--- src/rtl/spi_responder.sv ---
// ---------------------------------------------------------------------------
// spi_responder
//
// SPI mode-0 (CPOL=0, CPHA=0) peripheral. SCLK, CS_n and MOSI are
// oversampled on the system clock through SYNC_STAGES-deep synchronizers and
// an edge detector. Each WIDTH-bit word shifts a queued transmit word out on
// MISO, MSB first, while the MOSI word is assembled. Back-to-back words are
// supported while CS_n stays low.
//
// Ports
//   clock, reset      system clock, synchronous active-high reset
//   spi_sclk          SPI clock from the controller (idles low)
//   spi_cs_n          chip select, active low
//   spi_mosi          controller-to-responder data
//   spi_miso          responder-to-controller data
//   spi_miso_oe       MISO output enable, high only while selected
//   tx_data/valid     next word to transmit; accepted on tx_valid & tx_ready
//   tx_ready          one-word holding register is empty
//   rx_data           last complete received word (held until the next)
//   rx_valid          one-cycle pulse when rx_data updates
//   tx_underrun       one-cycle pulse, a word was loaded from an empty holding
//                     register (zeros are sent)
//   frame_error       one-cycle pulse, CS_n released mid-word
//   busy              high while a frame is in progress
// ---------------------------------------------------------------------------
module spi_responder #(
    parameter int WIDTH       = 16,
    parameter int SYNC_STAGES = 2
) (
    input  logic             clock,
    input  logic             reset,
    input  logic             spi_sclk,
    input  logic             spi_cs_n,
    input  logic             spi_mosi,
    output logic             spi_miso,
    output logic             spi_miso_oe,
    input  logic [WIDTH-1:0] tx_data,
    input  logic             tx_valid,
    output logic             tx_ready,
    output logic [WIDTH-1:0] rx_data,
    output logic             rx_valid,
    output logic             tx_underrun,
    output logic             frame_error,
    output logic             busy
);

    localparam int CNT_W  = $clog2(WIDTH + 1);
    // Cycles after reset before every synchronizer stage and the edge
    // detector hold real pin samples rather than their reset values.
    localparam int SETTLE = SYNC_STAGES + 1;
    localparam int SET_W  = $clog2(SETTLE + 1);

    // Synchronizer bit order: {mosi, cs_n, sclk}; idle bus is cs_n high.
    localparam logic [2:0] PINS_IDLE = 3'b010;

    typedef enum logic [1:0] {
        WAIT_IDLE,
        IDLE,
        SHIFT
    } state_t;

    // ------------------------------------------------------------------
    // State
    // ------------------------------------------------------------------
    logic [SYNC_STAGES-1:0][2:0] sync_q, sync_d;
    logic [1:0]                  prev_q, prev_d;     // {cs_n, sclk} delayed
    state_t                      state_q, state_d;
    logic [SET_W-1:0]            settle_q, settle_d;
    logic                        hold_valid_q, hold_valid_d;
    logic [WIDTH-1:0]            hold_data_q, hold_data_d;
    logic [WIDTH-1:0]            tx_shift_q, tx_shift_d;
    logic [WIDTH-1:0]            rx_shift_q, rx_shift_d;
    logic [CNT_W-1:0]            bit_cnt_q, bit_cnt_d;
    logic                        miso_q, miso_d;
    logic                        oe_q, oe_d;
    logic [WIDTH-1:0]            rx_data_q, rx_data_d;
    logic                        rx_valid_q, rx_valid_d;
    logic                        underrun_q, underrun_d;
    logic                        ferr_q, ferr_d;

    // ------------------------------------------------------------------
    // Synchronized pins and edge detection
    // ------------------------------------------------------------------
    logic [2:0] pins;
    logic       sclk_s, cs_s, mosi_s;
    logic       sclk_rise, sclk_fall, cs_rise, cs_fall;

    always_comb begin
        sync_d    = sync_q;
        sync_d[0] = {spi_mosi, spi_cs_n, spi_sclk};
        for (int i = 1; i < SYNC_STAGES; i++) begin
            sync_d[i] = sync_q[i-1];
        end
    end

    assign pins      = sync_q[SYNC_STAGES-1];
    assign sclk_s    = pins[0];
    assign cs_s      = pins[1];
    assign mosi_s    = pins[2];
    assign prev_d    = {cs_s, sclk_s};

    assign sclk_rise =  sclk_s & ~prev_q[0];
    assign sclk_fall = ~sclk_s &  prev_q[0];
    assign cs_rise   =  cs_s   & ~prev_q[1];
    assign cs_fall   = ~cs_s   &  prev_q[1];

    // ------------------------------------------------------------------
    // Holding register and frame control
    // ------------------------------------------------------------------
    logic accept;
    logic load;

    assign accept = tx_valid & ~hold_valid_q;

    always_comb begin
        state_d    = state_q;
        settle_d   = settle_q;
        tx_shift_d = tx_shift_q;
        rx_shift_d = rx_shift_q;
        bit_cnt_d  = bit_cnt_q;
        miso_d     = miso_q;
        oe_d       = oe_q;
        rx_data_d  = rx_data_q;
        rx_valid_d = 1'b0;
        underrun_d = 1'b0;
        ferr_d     = 1'b0;
        load       = 1'b0;

        case (state_q)
            WAIT_IDLE: begin
                // Only trust cs_n once the synchronizers are flushed; a reset
                // released mid-frame must not look like a fresh CS_n fall.
                if (settle_q != SET_W'(SETTLE)) begin
                    settle_d = settle_q + 1'b1;
                end else if (cs_s && prev_q[1]) begin
                    state_d = IDLE;
                end
            end

            IDLE: begin
                if (cs_fall) begin
                    load       = 1'b1;
                    oe_d       = 1'b1;
                    bit_cnt_d  = '0;
                    rx_shift_d = '0;
                    state_d    = SHIFT;
                end
            end

            SHIFT: begin
                if (cs_rise) begin
                    // CS_n wins over any SCLK edge seen in the same cycle.
                    if (bit_cnt_q == CNT_W'(WIDTH)) begin
                        rx_data_d  = rx_shift_q;
                        rx_valid_d = 1'b1;
                    end else if (bit_cnt_q != '0) begin
                        ferr_d = 1'b1;
                    end
                    bit_cnt_d = '0;
                    oe_d      = 1'b0;
                    miso_d    = 1'b0;
                    state_d   = IDLE;
                end else if (bit_cnt_q == CNT_W'(WIDTH)) begin
                    // Word complete: publish it and wrap for a burst.
                    rx_data_d  = rx_shift_q;
                    rx_valid_d = 1'b1;
                    bit_cnt_d  = '0;
                end else if (sclk_rise) begin
                    rx_shift_d = {rx_shift_q[WIDTH-2:0], mosi_s};
                    bit_cnt_d  = bit_cnt_q + 1'b1;
                end else if (sclk_fall) begin
                    if (bit_cnt_q != '0) begin
                        tx_shift_d = tx_shift_q << 1;
                        miso_d     = tx_shift_q[WIDTH-2];
                    end else begin
                        // Burst boundary: fetch the next word.
                        load = 1'b1;
                    end
                end
            end

            default: state_d = WAIT_IDLE;
        endcase

        // A load always sees the registered holding contents, so a word
        // accepted in the same cycle is kept for the following load.
        if (load) begin
            tx_shift_d = hold_valid_q ? hold_data_q : '0;
            miso_d     = hold_valid_q & hold_data_q[WIDTH-1];
            underrun_d = ~hold_valid_q;
        end

        hold_valid_d = load ? accept : (hold_valid_q | accept);
        hold_data_d  = accept ? tx_data : hold_data_q;
    end

    // ------------------------------------------------------------------
    // Registers
    // ------------------------------------------------------------------
    always_ff @(posedge clock) begin
        if (reset) begin
            sync_q       <= {SYNC_STAGES{PINS_IDLE}};
            prev_q       <= 2'b10;
            state_q      <= WAIT_IDLE;
            settle_q     <= '0;
            hold_valid_q <= 1'b0;
            hold_data_q  <= '0;
            tx_shift_q   <= '0;
            rx_shift_q   <= '0;
            bit_cnt_q    <= '0;
            miso_q       <= 1'b0;
            oe_q         <= 1'b0;
            rx_data_q    <= '0;
            rx_valid_q   <= 1'b0;
            underrun_q   <= 1'b0;
            ferr_q       <= 1'b0;
        end else begin
            sync_q       <= sync_d;
            prev_q       <= prev_d;
            state_q      <= state_d;
            settle_q     <= settle_d;
            hold_valid_q <= hold_valid_d;
            hold_data_q  <= hold_data_d;
            tx_shift_q   <= tx_shift_d;
            rx_shift_q   <= rx_shift_d;
            bit_cnt_q    <= bit_cnt_d;
            miso_q       <= miso_d;
            oe_q         <= oe_d;
            rx_data_q    <= rx_data_d;
            rx_valid_q   <= rx_valid_d;
            underrun_q   <= underrun_d;
            ferr_q       <= ferr_d;
        end
    end

    assign spi_miso    = miso_q;
    assign spi_miso_oe = oe_q;
    assign tx_ready    = ~hold_valid_q;
    assign rx_data     = rx_data_q;
    assign rx_valid    = rx_valid_q;
    assign tx_underrun = underrun_q;
    assign frame_error = ferr_q;
    assign busy        = (state_q == SHIFT);

endmodule

--- config.mk ---
export PLATFORM = sky130hd
export DESIGN_NAME = spi_responder
export DESIGN_NICKNAME = d
export VERILOG_FILES = /design/src/rtl/spi_responder.sv
export SDC_FILE = /design/constraint.sdc
export NUM_CORES = 1
export LEC_CHECK = 0
export CAP_MARGIN = 10
export CORE_MARGIN = 1
export CORE_UTILIZATION = 32
export DETAILED_ROUTE_END_ITERATION = 7
export PLACE_DENSITY = 0.53
export SLEW_MARGIN = 15
export SYNTH_ARGS = -nofsm -noshare
export SYNTH_HDL_FRONTEND = slang
export SYNTH_SLANG_ARGS = --single-unit
--- constraint.sdc ---
create_clock -name clock -period 2.4 [get_ports clock]
set_input_delay 0.48 -clock clock [delete_from_list [all_inputs] [get_ports clock]]
set_output_delay 0.48 -clock clock [all_outputs]
set_load 0.05 [all_outputs]
==> summary.md <==
| Metric | Value |
|---|---|
| Register area share after synthesis | `48.1%` |
| Root Buffer | `clkbuf_8` |
| Share of cells above drive strength 1 | `8.72%` |
| FMAX | `460 MHz` |
| Die Width | `108 um` |
| Port Buffers | `44` |
| Clk slew on worst S/H paths | `0.08 ns` |
| Met2 Use GR | `23.9%` |
| Final wirelength | `7450 um` |
| Setup Buffers After CTS | `0` |
| GRT Util Overall | `13.9%` |
| TritonCTS buffer count | `9` |
| Vias/cell | `4.97` |
| Period utilization | `90.6%` |
| Power density cells | `661 mW/mm^2` |
| Layout Utilization | `39.8%` |
| Sum Neg Setup Slack | `0 ns` |
| Ports | `45` |
| Syn_nets | `438` |
| Top cell type's share of synthesized area | `48.1%` |
| CTS-repair resized insts | `0` |
| Top cells by count, synth | `86 x dfxtp_1, 68 x nand2_1, 58 x a21oi_1, 29 x a211oi_1, 23 x clkbuf_1` |
| Delay of the slowest critical-path stage | `0.57 ns` |
| CTS tree | `done` |
| Drt drc | `0` |
| Remaining antenna violation count | `0` |
| Netlist Area Pre-Place | `0.00358 mm^2` |
| Area Growth Syn to Fin | `21.0%` |
| Routed len/inst | `12.7 um` |
| Clock latency on the worst-skew pair | `0.35 ns` |
| Reg area | `0.00172 mm^2` |
| Placer Congestion | `0.750` |
| Most common cell in the netlist | `dfxtp_1` |
| Max rail drop VDD | `0.000338 V` |
| Clk sink count | `86` |
| # rows | `38` |
| GR Overflow Total | `0` |
| Max-cap violations | `0` |
| Initial DRC Count | `81` |
| #FFs+latches synth | `86` |
| Final Setup Violations | `0` |
| First-pass GRT wire length | `12900 um` |
| Final Max Tran Viols | `0` |
| DP Worst Slack | `0.237 ns` |
| Worst slew margin | `56.6%` |
| Avg Cell Area, Syn | `8.78 um^2` |
| Crit-path cells | `inv_1 -> ha_1 -> nor2b_1 -> a41oi_1 -> or2_1 -> a211oi_1` |
| Multi-input logic area | `0.00168 mm^2` |
| Final Non-Filler Cells | `587` |
| Slew @ Worst Pin | `0.652 ns` |
| CP Launch Type | `flop` |
| Dpl cells | `571` |
| Die area | `0.0116 mm^2` |
| CTS Hold Bufs | `0` |
| Synth area leader | `dfxtp_1` |
| Largest net degree at the start of global routing | `52` |
| Final Worst Setup Slack | `0.227 ns` |
| M3 GR Usage | `3.51%` |
| Asr flop ratio synth | `0%` |
| Final Hold Viols | `0` |
| Fin crit period | `2.17 ns` |
| Chip height | `108 um` |
| Vias | `2918` |
| Vias in the first global route | `2816` |
| Starting density of the core | `32.9%` |
| WP buf/inv | `1` |
| Arr. time, crit path | `2.37 ns` |
| CP Class | `reg2reg` |
| Required @ worst endpoint | `2.60 ns` |
| Top cells by area, synth | `dfxtp_1 48%, a21oi_1 8.1%, nand2_1 7.1%` |
| Htree depth | `3` |
| Filler Cell Count | `1105` |
| Syn Inst Count | `408` |
| Syn. warnings | `0` |
| DP HPWL | `5040 um` |
| Synth Flop Type | `dfxtp_1` |
| CP max-delay cell | `or2_1` |
| Maximum clock path buffer count | `2` |
| Final nets | `472` |
| Std-Cell Core Area | `0.0109 mm^2` |
| Status | `finished, final reports clean` |
| CP endpoint kind | `flop` |
| Antenna Cells | `0` |
| Post-synth EDFFs | `0` |
| Static leakage | `1.53 nW` |
| Final Skew | `0.0112 ns` |
| CP Max Fanout | `17` |
| Met1 usage | `16.9%` |
| TritonRoute pass-1 iters | `6` |
| Hold Crit Class | `reg2reg` |
| Yosys cell types | `45` |
| RSZ-0062 raised after global routing | `false` |
| Initial antenna violation count | `0` |
| CP top delay family | `simple AND/OR/NAND/NOR gates` |
| Busiest grt layer | `met2` |
## kinds of logic (layout without fill, tap and decap cells)
kind of cell             after synthesis  count (layout)  synth area share, %
AO/OA/AOI/OAI                        125             125                 21.1
XOR/XNOR                               1               1                0.245
multiplexers                          17              17                 4.79
AND/OR/NAND/NOR                      130             130                 18.0
adder cells (fa/ha/maj)                8               8                 2.79
buffers and inverters                 41              80                 4.96
flip-flops                            86              86                 48.1
## power breakdown
| part | switching (mW) | total, mW | internal (mW) |
|---|---|---|---|
| clock | 0.532 | 0.940 | 0.408 |
| combinational | 0.258 | 0.419 | 0.161 |
| sequential | 0.0312 | 1.51 | 1.48 |
| total | 0.821 | 2.87 | 2.05 |
## layer usage
metal  vias to the layer above  part of all wire (%)
li1                       1514                     -
met1                      1334                    47
met2                        63                    47
met3                         7                   3.9
met4                         0                   1.1
met5                         -                     0
## metrics by stage
step	instance area (um^2)	hold WS (ns)	power (mW)
2_1_floorplan	3580	0.389	1.83
3_3_place_gp	4150	0.393	1.95
3_5_place_dp	4150	0.397	1.96
4_1_cts	4330	0.418	2.92
5_1_grt	4330	0.437	3.02
6_report	4330	0.413	2.87
## final cells by class
type	count	share of cell area, %
clock buffers	10	3.18
clock inverters	6	1.04
inverters	10	0.866
multi-input cells	281	38.8
flip-flops and latches	86	39.7
well taps	140	4.04
repair buffers	54	12.3
## state kept, by name, summed over array words and instances, names as in the netlist
signal,cells
hold_valid_q,1
bit_cnt_q,5
rx_shift_q,16
tx_shift_q,15
pins,3
state_q,2
spi_miso_oe,1
tx_underrun,1
frame_error,1
rx_data,16
settle_q,2
prev_q,2
spi_miso,1
sync_d,3
hold_data_q,16
rx_valid,1
## worst paths after layout
| check | startpoint | end | slack, ns | cells after the start |
|---|---|---|---|---|
| worst min-delay path | sync_d[4]$_SDFF_PP1_ | pins[1]$_SDFF_PP1_ | 0.41 | 1 |
| worst max-delay path | state_q[0]$_SDFFE_PP0P_ | tx_shift_q[3]$_SDFFE_PP0P_ | 0.23 | 6 |
| worst min register to register | sync_d[4]$_SDFF_PP1_ | pins[1]$_SDFF_PP1_ | 0.41 | 1 |
| worst max register to register | state_q[0]$_SDFFE_PP0P_ | tx_shift_q[3]$_SDFFE_PP0P_ | 0.23 | 6 |
## placed cells by master (no fill, tap or decap), types with 2 or more instances in the layout
| cell | count |
|---|---|
| nand4_1 | 16 |
| buf_4 | 9 |
| o21ai_0 | 21 |
| nand3_1 | 6 |
| buf_12 | 2 |
| o31ai_1 | 4 |
| nand3b_1 | 2 |
| or4_1 | 3 |
| dfxtp_1 | 86 |
| and3_1 | 2 |
| or3_1 | 2 |
| nand2_1 | 68 |
| nand2b_1 | 2 |
| clkdlybuf4s50_1 | 42 |
| clkinvlp_4 | 3 |
| nor2b_1 | 11 |
| mux2i_1 | 16 |
| clkbuf_8 | 10 |
| and3b_1 | 2 |
| o21ai_1 | 2 |
| nor4_1 | 2 |
| or2_2 | 3 |
| nor2_1 | 6 |
| a211oi_1 | 29 |
| ha_1 | 8 |
| a21oi_1 | 58 |
| inv_1 | 10 |
Note: power is estimated with default switching activity, not from simulation.
